--- config.mk ---
export PLATFORM = sky130hd
export DESIGN_NAME = alu_issue_stage
export DESIGN_NICKNAME = d
export VERILOG_FILES = /design/src/rtl/alu_pkg.sv /design/src/rtl/sync_fifo.sv /design/src/rtl/alu_issue_stage.sv
export SDC_FILE = /design/constraint.sdc
export NUM_CORES = 1
export LEC_CHECK = 0
export ABC_AREA = 1
export ABC_CLOCK_PERIOD_IN_PS = 13500
export BUFFER_PORTS_ARGS = -buffer_cell sky130_fd_sc_hd__buf_2
export CORE_MARGIN = 2
export CORE_UTILIZATION = 63
export DETAILED_ROUTE_END_ITERATION = 6
export GPL_ROUTABILITY_DRIVEN = 0
export PLACE_DENSITY = 0.88
export SLEW_MARGIN = 20
export SYNTH_ARGS = -nofsm -noshare
export SYNTH_HDL_FRONTEND = slang
export SYNTH_SLANG_ARGS = --single-unit
--- constraint.sdc ---
create_clock -name clk -period 13.5 [get_ports clk]
set_input_delay 2.7 -clock clk [delete_from_list [all_inputs] [get_ports clk]]
set_output_delay 2.7 -clock clk [all_outputs]
set_load 0.02 [all_outputs]
--- src/rtl/alu_pkg.sv ---
// Shared ALU constants: default operand/select widths and the select-code encoding
// used by the alu, the issue stage and any bench driving them.
package alu_pkg;

   localparam int ALU_WIDTH = 32;
   localparam int ALU_OPW   = 3;

   typedef enum logic [2:0] {
      OP_ADD  = 3'd0,
      OP_SUB  = 3'd1,
      OP_AND  = 3'd2,
      OP_OR   = 3'd3,
      OP_XOR  = 3'd4,
      OP_SHL  = 3'd5,
      OP_SHR  = 3'd6,
      OP_SLTU = 3'd7
   } alu_op_e;

endpackage

--- src/rtl/sync_fifo.sv ---
// Single-clock FIFO with extra-bit pointers; push when full and pop when empty are ignored.
// Head entry is presented combinationally on dout.
module sync_fifo #(
   parameter int WIDTH = 8,
   parameter int DEPTH = 4
) (
   input  logic                       clk,
   input  logic                       rst,
   input  logic                       push,
   input  logic                       pop,
   input  logic [WIDTH-1:0]           din,
   output logic [WIDTH-1:0]           dout,
   output logic                       full,
   output logic                       empty,
   output logic [$clog2(DEPTH+1)-1:0] count
);

   localparam int AW = $clog2(DEPTH);

   logic [AW:0]      wptr;
   logic [AW:0]      rptr;
   logic [WIDTH-1:0] mem [DEPTH];
   logic             do_push;
   logic             do_pop;

   assign do_push = push && !full;
   assign do_pop  = pop && !empty;

   // NOTE: sequential state uses non-blocking (<=) so every register samples pre-edge values.
   always_ff @(posedge clk or negedge rst) begin
      if (!rst) begin
         wptr <= '0;
         rptr <= '0;
      end else begin
         if (do_push) wptr <= wptr + 1'b1;
         if (do_pop)  rptr <= rptr + 1'b1;
      end
   end

   // NOTE: storage is deliberately not reset; the pointers alone define which entries are valid.
   always_ff @(posedge clk) begin
      if (do_push) mem[wptr[AW-1:0]] <= din;
   end

   assign dout  = mem[rptr[AW-1:0]];
   assign empty = (wptr == rptr);
   assign full  = (wptr[AW] != rptr[AW]) && (wptr[AW-1:0] == rptr[AW-1:0]);
   assign count = wptr - rptr;

endmodule

--- src/rtl/alu_issue_stage.sv ---
// Buffers ALU commands, issues them under a result-FIFO credit limit and collects
// results after ALU_LAT+1 clocks, so backpressure on the result port never drops data.
module alu_issue_stage
   import alu_pkg::*;
#(
   parameter int WIDTH   = ALU_WIDTH,
   parameter int OPW     = ALU_OPW,
   parameter int DEPTH   = 4,
   parameter int RDEPTH  = 4,
   parameter int ALU_LAT = 1
) (
   input  logic                       clk,
   input  logic                       rst,
   input  logic                       cmd_valid,
   output logic                       cmd_ready,
   input  logic [WIDTH-1:0]           cmd_a,
   input  logic [WIDTH-1:0]           cmd_b,
   input  logic [OPW-1:0]             cmd_s,
   output logic [WIDTH-1:0]           alu_a,
   output logic [WIDTH-1:0]           alu_b,
   output logic [OPW-1:0]             alu_s,
   input  logic [WIDTH-1:0]           alu_out,
   output logic                       res_valid,
   input  logic                       res_ready,
   output logic [WIDTH-1:0]           res_data,
   output logic [OPW-1:0]             res_op,
   output logic [$clog2(DEPTH+1)-1:0] count
);

   localparam int CW = 2*WIDTH + OPW;
   localparam int RW = WIDTH + OPW;

   logic                        ready_q;
   logic                        cmd_full;
   logic                        cmd_empty;
   logic [CW-1:0]               cmd_head;
   logic                        res_full;
   logic                        res_empty;
   logic [RW-1:0]               res_head;
   logic [$clog2(RDEPTH+1)-1:0] res_cnt;
   logic                        issue;
   int                          inflight;
   logic [ALU_LAT:0]            pipe_v;
   logic [OPW-1:0]              pipe_s [ALU_LAT+1];

   // ready_q keeps cmd_ready low throughout reset and for the release edge itself.
   assign cmd_ready = ready_q && !cmd_full;

   sync_fifo #(.WIDTH(CW), .DEPTH(DEPTH)) u_cmd_fifo (
      .clk   (clk),
      .rst   (rst),
      .push  (cmd_valid && cmd_ready),
      .pop   (issue),
      .din   ({cmd_a, cmd_b, cmd_s}),
      .dout  (cmd_head),
      .full  (cmd_full),
      .empty (cmd_empty),
      .count (count)
   );

   // NOTE: every always_comb target gets a default first so no latch is inferred.
   always_comb begin
      inflight = 0;
      for (int i = 0; i <= ALU_LAT; i++) inflight += int'(pipe_v[i]);
   end

   // Each issued command reserves a result slot until it is popped from the result FIFO.
   assign issue = !cmd_empty && !res_full && ((inflight + int'(res_cnt)) < RDEPTH);

   always_ff @(posedge clk or negedge rst) begin
      if (!rst) begin
         ready_q <= 1'b0;
         alu_a   <= '0;
         alu_b   <= '0;
         alu_s   <= '0;
         pipe_v  <= '0;
      end else begin
         ready_q <= 1'b1;
         if (issue) begin
            alu_a <= cmd_head[CW-1 -: WIDTH];
            alu_b <= cmd_head[CW-WIDTH-1 -: WIDTH];
            alu_s <= cmd_head[OPW-1:0];
         end
         pipe_v[0] <= issue;
         for (int i = 1; i <= ALU_LAT; i++) pipe_v[i] <= pipe_v[i-1];
      end
   end

   // Select codes travel alongside the valid bits; only meaningful where pipe_v is set.
   always_ff @(posedge clk) begin
      pipe_s[0] <= cmd_head[OPW-1:0];
      for (int i = 1; i <= ALU_LAT; i++) pipe_s[i] <= pipe_s[i-1];
   end

   sync_fifo #(.WIDTH(RW), .DEPTH(RDEPTH)) u_res_fifo (
      .clk   (clk),
      .rst   (rst),
      .push  (pipe_v[ALU_LAT]),
      .pop   (res_valid && res_ready),
      .din   ({alu_out, pipe_s[ALU_LAT]}),
      .dout  (res_head),
      .full  (res_full),
      .empty (res_empty),
      .count (res_cnt)
   );

   assign res_valid = !res_empty;
   assign res_data  = res_head[RW-1 -: WIDTH];
   assign res_op    = res_head[OPW-1:0];

endmodule

==> metrics.log, run 1 <==
INFO  metric status = completed
INFO  metric endpoint = res_data[23]
INFO  metric report.final.setup_viol = 0
INFO  metric drive_gt1_share = 17.4%
INFO  metric crit_required = 10.80 ns
INFO  metric finClkSkew = 0.0243 ns
INFO  metric swShare = 40.6%
INFO  metric f_max = 186 MHz
INFO  metric slew_headroom = 25.7%
INFO  metric fin_setup_tns = 0 ns
INFO  metric pwr-share-comb = 40.4%
INFO  metric maximum_number_of_pins_on_one_net_before_global_route_repair = 158
INFO  metric synth_xor_xnor_area_share = 0.307%
INFO  metric coreArea = 0.0314 sq mm
INFO  metric cts.path.max_buffers = 3
INFO  metric cp_data_arrival_time = 2.68 ns
INFO  metric drt_first_iter_violations = 1,242
INFO  metric fraction_of_synthesized_area_in_multiplexers = 0%
INFO  metric final_period_minus_worst_setup_slack = 5.38 ns
INFO  metric route.detailed.vias_per_inst = 5.71
INFO  metric port_buffers = 209
INFO  metric initial_antenna_violation_count = 13
INFO  metric syn_avg_cell_area = 12.4 sq um
INFO  metric total_leakage_power = 9.57 nW
INFO  metric yosysWarnings = 0
INFO  metric clock_tree_from_tritoncts = yes
INFO  metric wl = 43.1 mm
INFO  metric whs = 0.329 ns
INFO  metric yosys_register_bits = 496
INFO  metric tightest_slew = 1.11 ns
INFO  metric clock_buffer_count_from_cts = 47
INFO  metric pwr_density_cell = 256 mW/mm^2
INFO  metric post_synthesis_share_of_cell_area_spent_on_and_or_nand_and_nor_gates = 9.17%
INFO  metric fill_cells = 1,911
INFO  metric worst_hold_path_type = flip-flop to flip-flop
INFO  metric total_number_of_vias = 12,800
INFO  metric top_level_ports = 210
INFO  metric synth_nets = 1,735
INFO  metric layout_commonest_cell = edfxtp_1
INFO  metric ff_to_ff_end = alu_b[3]
INFO  metric power.sequential.fraction = 36.9%
INFO  metric timing.reg2reg.setup_slack = 9.96 ns
INFO  metric clk_transition_reported_paths = 0.06 ns
INFO  metric period_share = 39.8%
INFO  metric drc = 0
INFO  metric start_util = 63.6%
INFO  metric critPathLaunch = u_res_fifo.rptr[0]
INFO  metric synth.yosys.seq_area_share = 72.2%
INFO  metric y_dimension_of_the_die = 182 microns
INFO  metric synth_top_area_share = 61.3%
INFO  metric synth_compound_gate_area_share = 10.7%
INFO  metric first_pass_grt_wire_length = 67.5 mm
INFO  metric root_buffer = clkbuf_16
INFO  metric worst_skew_pair.late_latency = 0.55 ns
INFO  metric hpwl = 24.1 mm
INFO  metric p_int = 0.00350 W
INFO  metric pwr-share-clk = 22.7%
INFO  metric dieWidth = 182 microns
INFO  metric number_of_global_route_vias_before_repair = 12,800
INFO  metric flow.area_growth_from_synthesis = 15.0%
INFO  metric slew_viol_final = 0
INFO  metric design.final.nets = 1,917
INFO  metric cts.sinks = 496
INFO  metric cts-resized-gates = 0
INFO  metric wire_per_inst = 19.2 microns
INFO  metric synth.distinct_cells = 29
INFO  metric floorplan.die_area = 0.0331 sq mm
INFO  metric post-cts-setup-buffer-count = 0
INFO  metric global_route.usage.total = 26.0%
INFO  metric setup.worst_path.start_class = flip-flop
INFO  metric post_syn_area = 0.0200 sq mm
INFO  metric syn_inst = 1,615
INFO  metric synth_area_leader_cell = edfxtp_1
INFO  metric maximum_capacitance_violations = 0
INFO  metric cts.hold.buffers_added = 0
INFO  metric synth-adder-area-share = 1.14%
INFO  metric critPathKind = flip-flop to primary output
INFO  metric main_combinational_cell_family_by_area_after_synthesis = compound AO/OA/AOI/OAI gates
INFO  metric crit_path_max_fanout = 73
INFO  metric timing.rr.start = u_res_fifo.rptr[1]
INFO  metric vdd_ir_drop_max = 0.000273 V
INFO  metric clock_tree.htree_level_count = 2
INFO  metric cp-end-kind = primary output
INFO  metric final_antenna_net_count = 0
INFO  metric rows = 65
INFO  metric unrepaired_setup_endpoints_after_global_routing = no
INFO  metric finalHoldViolations = 0
INFO  metric synth_area_leaders = edfxtp_1 (61%), dfrtp_1 (10%), nand2_1 (5.5%), o211ai_1 (5.0%), inv_1 (4.2%)
INFO  metric r2r.worst_path.cells = 10
INFO  metric p_sw = 0.00239 W
INFO  metric grt-ovfl-total = 0
INFO  metric mostFrequentLayoutCells = edfxtp_1 (408), nand2_1 (294), inv_1 (225)
INFO  metric detailedRoute.firstPassIterationCount = 6
how the worst min path moves through the flow:
stage,from,to,slack [ns],cells past startpoint
floorplan,pipe_s[0][0],pipe_s[0][3],0.31,0
global placement,pipe_s[0][1],pipe_s[0][4],0.31,0
detailed placement,pipe_s[0][1],pipe_s[0][4],0.31,0
CTS,pipe_s[0][1],pipe_s[0][4],0.33,0
global route,pipe_s[0][2],pipe_s[0][5],0.35,0
finish,pipe_s[0][1],pipe_s[0][4],0.33,0
Yosys cell counts:
master	number
edfxtp_1	408
nand2_1	294
inv_1	225
o211ai_1	134
dfrtp_1	82
nor2_1	80
nand3_1	76
o21ai_0	73
o21bai_1	70
buf_2	49
clkbuf_1	37
o22ai_1	35
ha_1	15
buf_4	6
dfxtp_1	6
xor2_1	5
inv_2	4
buf_1	2
fa_1	2
nand2_2	2
xnor2_1	2
a21boi_0	1
a21oi_1	1
clkinv_1	1
conb_1	1
nand3_2	1
nand3b_1	1
nand4_1	1
nor2_4	1
state kept, by name, indices dropped and copies added (netlist names):
name and flops:
u_res_fifo.rptr 3, u_res_fifo.mem 140, u_res_fifo.wptr 3, ready_q 1
alu_b 32, u_cmd_fifo.rptr 3, alu_a 32, pipe_v 2
alu_s 3, u_cmd_fifo.wptr 3, pipe_s 6, u_cmd_fifo.mem 268
kinds of logic after synthesis:
family	after synthesis
buffers and inverters	324
AO/OA/AOI/OAI	314
adder cells (fa/ha/maj)	17
XOR/XNOR	7
other	1
AND/OR/NAND/NOR	456
flip-flops	496
through the flow:
step / instance area (sq um) / setup WS [ns] / cells / util (%) / total power [W]
floorplan: 20000 / 7.25 / 1615 / - / 0.00386
global placement: 21300 / 8.67 / 2146 / 67.7 / 0.00442
detailed placement: 21300 / 8.56 / 2146 / 67.7 / 0.00453
CTS: 22900 / 7.93 / 2233 / 72.8 / 0.00589
global route: 23000 / 7.99 / 2240 / 73.1 / 0.00624
finish: 23000 / 8.12 / 2246 / 73.2 / 0.00589
routing by layer:
metal	share of wire (%)	vias to the layer above	track usage, %	wire [microns]
li1	-	5955	-	-
met1	38	6176	32.4	16200
met2	51	567	45.9	22100
met3	8.0	107	5.53	3440
met4	3.0	10	8.68	1300
met5	0.15	-	0	63
area by class of cell:
cell class / instances / area (sq um) / share of cell area (%)
clock buffer: 65 / 1350 / 5.86
sequential: 496 / 14400 / 62.8
tap: 402 / 503 / 2.19
antenna: 9 / 22.5 / 0.0980
timing repair buffer: 227 / 1260 / 5.47
clock inverter: 22 / 240 / 1.05
inverter: 230 / 868 / 3.78
multi-input combinational: 795 / 4310 / 18.8
power by group through the flow:
| stage | Combinational [W] | Sequential, W | Clock [W] |
|---|---|---|---|
| 2_1_floorplan | 0.00159 | 0.00227 | 0 |
| 3_3_place_gp | 0.00224 | 0.00218 | 0 |
| 3_5_place_dp | 0.00233 | 0.00220 | 0 |
| 4_1_cts | 0.00236 | 0.00217 | 0.00135 |
| 5_1_grt | 0.00262 | 0.00220 | 0.00141 |
| 6_report | 0.00238 | 0.00217 | 0.00134 |
critical path, cell delays in order, from the launching register on:
cell and delay, ns:
dfrtp_4 0.73, clkinv_1 0.11, buf_4 0.54, o21ai_0 0.21
o22ai_1 0.27, buf_2 0.21
No activity file was read; power rests on OpenSTA's default activity.
==> run 2: changes to the inputs <==
ABC_CLOCK_PERIOD_IN_PS = 5600   (was 13500)
CORE_UTILIZATION = 59   (was 63)
PLACE_DENSITY = 0.83   (was 0.88)
clock period = 5.6 ns   (was 13.5 ns; I/O delays follow)
==> metrics.log, run 2 (synthesized netlist as in run 1, its figures left out) <==
INFO  metric fin_setup_tns = 0 ns
INFO  metric grt-ovfl-total = 0
INFO  metric dieWidth = 188 microns
INFO  metric post-cts-setup-buffer-count = 0
INFO  metric tightest_slew = 1.09 ns
INFO  metric cts.path.max_buffers = 3
INFO  metric slew_viol_final = 0
INFO  metric fill_cells = 2,255
INFO  metric maximum_number_of_pins_on_one_net_before_global_route_repair = 116
INFO  metric period_share = 77.7%
INFO  metric pwr-share-clk = 22.1%
INFO  metric global_route.usage.total = 24.0%
INFO  metric swShare = 41.1%
INFO  metric layout_commonest_cell = edfxtp_1
INFO  metric post-route-worst-setup-slack = 1.25 ns
INFO  metric wl = 42.3 mm
INFO  metric final_period_minus_worst_setup_slack = 4.35 ns
INFO  metric critPathLaunch = u_res_fifo.rptr[0]
INFO  metric root_buffer = clkbuf_16
INFO  metric p_int = 0.00828 W
INFO  metric clock_tree_from_tritoncts = yes
INFO  metric power.sequential.fraction = 36.8%
INFO  metric detailedRoute.firstPassIterationCount = 5
INFO  metric setup.worst_path.start_class = flip-flop
INFO  metric pwr_density_cell = 612 mW/mm^2
INFO  metric route.detailed.vias_per_inst = 5.54
INFO  metric regArea = 0.0144 sq mm
INFO  metric slew_headroom = 27.3%
INFO  metric start_util = 59.7%
INFO  metric critPathKind = flip-flop to primary output
INFO  metric finClkSkew = 0.0257 ns
INFO  metric crit_required = 4.48 ns
INFO  metric drive_gt1_share = 17.5%
INFO  metric worst_skew_pair.late_latency = 0.56 ns
INFO  metric worst_hold_path_type = flip-flop to flip-flop
INFO  metric number_of_global_route_vias_before_repair = 12,600
INFO  metric whs = 0.342 ns
INFO  metric final_antenna_net_count = 0
INFO  metric y_dimension_of_the_die = 188 microns
INFO  metric timing.rr.start = u_res_fifo.rptr[1]
INFO  metric drt_first_iter_violations = 1,089
INFO  metric crit_path_max_fanout = 73
INFO  metric design.final.nets = 1,918
INFO  metric cp-end-kind = primary output
INFO  metric floorplan.die_area = 0.0353 sq mm
INFO  metric place_ws = 2.12 ns
INFO  metric total_leakage_power = 9.55 nW
INFO  metric first_pass_grt_wire_length = 66.4 mm
INFO  metric multiInputGateArea = 0.00431 sq mm
INFO  metric rows = 67
INFO  metric cp_data_arrival_time = 3.23 ns
INFO  metric max_ffs_per_register = 268
INFO  metric port_buffers = 209
INFO  metric clk_transition_reported_paths = 0.06 ns
INFO  metric coreArea = 0.0334 sq mm
INFO  metric f_max = 230 MHz
INFO  metric cts.hold.buffers_added = 0
INFO  metric cts-resized-gates = 0
INFO  metric pwr-share-comb = 41.1%
INFO  metric maximum_capacitance_violations = 0
INFO  metric report.final.setup_viol = 0
INFO  metric wire_per_inst = 18.5 microns
INFO  metric hpwl = 23.7 mm
INFO  metric drc = 0
INFO  metric unrepaired_setup_endpoints_after_global_routing = no
INFO  metric cts.sinks = 496
INFO  metric flow.area_growth_from_synthesis = 15.0%
INFO  metric p_sw = 0.00577 W
INFO  metric status = completed
INFO  metric total_number_of_vias = 12,700
INFO  metric finalHoldViolations = 0
INFO  metric clock_tree.htree_level_count = 2
INFO  metric clock_buffer_count_from_cts = 47
INFO  metric mostFrequentLayoutCells = edfxtp_1 (408), nand2_1 (294), inv_1 (225)
INFO  metric min_from = pipe_s[0][0]
INFO  metric vdd_ir_drop_max = 0.000577 V
INFO  metric top_level_ports = 210
INFO  metric initial_antenna_violation_count = 11
==> run 2: cell count changes in the layout (fill, tap and decap cells not counted), sizes merged <==
cell    delta
buf        +1
bufinv     -3
clkbuf     +1
clkinv     +2
diode      -2
inv        +1
==> run 2: final timing paths <==
| path | endpoint | slack (ns) | cells after the start |
|---|---|---|---|
| hold reg to reg | pipe_s[0][3] | 0.34 | 0 |
| setup / recovery | res_data[23] | 1.25 | 5 |
| max in group asynchronous | u_res_fifo.rptr[0] | 3.88 | 2 |
| hold / removal | pipe_s[0][3] | 0.34 | 0 |
| setup reg to reg | u_res_fifo.mem[2][23] | 2.20 | 6 |
| min in group asynchronous | alu_a[27] | 0.44 | 1 |
==> run 2: final cells by class <==
cell class,instances,area share [%]
flip-flops and latches,496,62.8
repair buffers,228,5.44
inverters,230,3.79
well taps,448,2.44
clock buffers,66,5.88
clock inverters,22,0.774
multi-input cells,795,18.8
diodes,7,0.0763
==> run 2: power by group through the flow <==
stage / clock network (W) / registers, W / logic (W)
2_1_floorplan: 0 / 0.00548 / 0.00382
3_3_place_gp: 0 / 0.00521 / 0.00551
3_5_place_dp: 0 / 0.00523 / 0.00572
4_1_cts: 0.00314 / 0.00517 / 0.00576
5_1_grt: 0.00329 / 0.00523 / 0.00637
6_report: 0.00311 / 0.00517 / 0.00577
==> run 2: critical path, stage by stage, from the launching register on <==
cell,delay [ns]
dfrtp_2,0.34
buf_4,0.54
clkinv_2,0.89
o21ai_0,0.50
o22ai_1,0.15
buf_2,0.19
==> run 2: through the flow <==
step                cell area (sq um)  utilization, %  cells  total power, W
floorplan                       20000               -   1615         0.00930
global placement                21300            63.8   2194          0.0107
detailed placement              21400            63.9   2195          0.0110
CTS                             22900            68.5   2283          0.0141
global route                    23000            68.6   2289          0.0149
finish                          23000            68.7   2292          0.0140
==> run 2: metal layers <==
metal,routed length [microns],track usage (%),part of all wire (%),vias to the layer above
li1,-,-,-,5965
met1,17300,31.7,41,6148
met2,20700,40.2,49,506
met3,3440,5.09,8.1,72
met4,870,7.57,2.1,8
met5,51,0,0.12,-
==> run 3: changes to the inputs <==
ABC_CLOCK_PERIOD_IN_PS = 4300   (was 5600)
clock period = 4.3 ns   (was 5.6 ns; I/O delays follow)
==> metrics.log, run 3 (synthesized netlist as in run 1, its figures left out) <==
INFO  metric start_util = 59.7%
INFO  metric final_period_minus_worst_setup_slack = 3.31 ns
INFO  metric drive_gt1_share = 17.0%
INFO  metric unrepaired_setup_endpoints_after_global_routing = no
INFO  metric report.final.setup_viol = 0
INFO  metric root_buffer = clkbuf_16
INFO  metric rows = 67
INFO  metric mostFrequentLayoutCells = edfxtp_1 (408), nand2_1 (294), inv_1 (225)
INFO  metric first_pass_grt_wire_length = 66.6 mm
INFO  metric wire_per_inst = 18.5 microns
INFO  metric slew_viol_final = 0
INFO  metric worst_hold_path_type = flip-flop to flip-flop
INFO  metric clock_tree_from_tritoncts = yes
INFO  metric cp_data_arrival_time = 2.45 ns
INFO  metric global_route.usage.total = 24.2%
INFO  metric finalHoldViolations = 0
INFO  metric max_ffs_per_register = 268
INFO  metric critPathKind = flip-flop to primary output
INFO  metric slew_headroom = 28.2%
INFO  metric y_dimension_of_the_die = 188 microns
INFO  metric cts-resized-gates = 0
INFO  metric cp-end-kind = primary output
INFO  metric drc = 0
INFO  metric totalPowerFinal = 0.0181 W
INFO  metric cts.sinks = 496
INFO  metric dieWidth = 188 microns
INFO  metric fin_setup_tns = 0 ns
INFO  metric crit_path_max_fanout = 71
INFO  metric detailedRoute.firstPassIterationCount = 5
INFO  metric crit_required = 3.44 ns
INFO  metric hpwl = 24.4 mm
INFO  metric clk_transition_reported_paths = 0.06 ns
INFO  metric met2_global_route_usage = 41.2%
INFO  metric period_share = 76.9%
INFO  metric place_ws = 1.45 ns
INFO  metric port_buffers = 209
INFO  metric cts.path.max_buffers = 3
INFO  metric design.final.nets = 1,922
INFO  metric drt_first_iter_violations = 1,070
INFO  metric flow.area_growth_from_synthesis = 14.7%
INFO  metric vdd_ir_drop_max = 0.000570 V
INFO  metric tightest_slew = 1.07 ns
INFO  metric route.detailed.vias_per_inst = 5.50
INFO  metric worst_skew_pair.late_latency = 0.55 ns
INFO  metric cts.hold.buffers_added = 0
INFO  metric grt_use_met1 = 30.8%
INFO  metric use_met3 = 5.05%
INFO  metric layout_commonest_cell = edfxtp_1
INFO  metric post_layout_util = 68.5%
INFO  metric floorplan.die_area = 0.0353 sq mm
INFO  metric setup.worst_path.start_class = flip-flop
INFO  metric status = completed
INFO  metric maximum_number_of_pins_on_one_net_before_global_route_repair = 203
INFO  metric initial_antenna_violation_count = 8
INFO  metric total_number_of_vias = 12,600
INFO  metric f_max = 302 MHz
INFO  metric top_level_ports = 210
INFO  metric number_of_global_route_vias_before_repair = 12,500
INFO  metric post-route-worst-setup-slack = 0.993 ns
INFO  metric maximum_capacitance_violations = 0
INFO  metric coreArea = 0.0334 sq mm
INFO  metric wl = 42.5 mm
INFO  metric grt-ovfl-total = 0
INFO  metric post-cts-setup-buffer-count = 0
INFO  metric clock_tree.htree_level_count = 2
INFO  metric pwr_density_cell = 791 mW/mm^2
INFO  metric clock_buffer_count_from_cts = 48
INFO  metric total_leakage_power = 9.52 nW
INFO  metric finClkSkew = 0.0146 ns
INFO  metric grt-busiest-layer = met2
INFO  metric final_antenna_net_count = 0
==> run 3: cell types whose count changed in the layout (fill, tap and decap cells not counted), moves of 2 or more <==
cell | before | now
clkbuf_8 | 6 | 4
clkinv_2 | 16 | 5
clkinv_1 | 2 | 7
buf_4 | 16 | 18
bufinv_16 | 2 | 0
clkbuf_1 | 11 | 19
diode_2 | 7 | 4
==> run 3: final cells by class <==
type	instances	area, sq um
diodes	4	10.0
clock buffers	73	1380
clock inverters	15	77.6
fillers	2248	10500
inverters	230	870
multi-input cells	795	4310
flip-flops and latches	496	14400
well taps	448	561
repair buffers	231	1280
==> run 3: metal layers <==
layer	part of all wire (%)	up-vias
met5	0.17	-
met4	3.3	10
met3	8.1	99
met2	50	440
met1	39	6092
li1	-	5967
==> run 3: worst max-delay path, stage by stage (launching register included) <==
cell and delay [ns]:
dfrtp_2 0.38, clkinv_2 0.67, o21ai_0 0.47, o22ai_1 0.17, buf_2 0.19
==> run 3: final timing paths <==
path                            slack (ns)  cells past startpoint            to                from
worst max register to register        1.43                     12      alu_b[9]  u_res_fifo.wptr[0]
worst max-delay path                  0.99                      4     res_op[1]  u_res_fifo.rptr[0]
min in group asynchronous             0.43                      1     alu_a[21]                 rst
max in group asynchronous             2.96                      2     alu_b[18]                 rst
worst min-delay path                  0.34                      0  pipe_s[0][3]        pipe_s[0][0]
worst min register to register        0.34                      0  pipe_s[0][3]        pipe_s[0][0]
==> run 3: report_power, final <==
part / leakage (nW) / internal (W) / switching [W]
registers: 4.76 / 0.00634 / 0.000445
logic: 4.05 / 0.00215 / 0.00531
clock network: 0.707 / 0.00221 / 0.00167
==> run 3: metrics by stage <==
step | instances | hold slack [ns] | area (sq um)
final | 2292 | 0.342 | 22900
after global routing | 2289 | 0.353 | 22900
after CTS | 2286 | 0.340 | 22900
after detailed placement | 2198 | 0.319 | 21400
after global placement | 2198 | 0.320 | 21400
after floorplan | 1615 | 0.310 | 20000
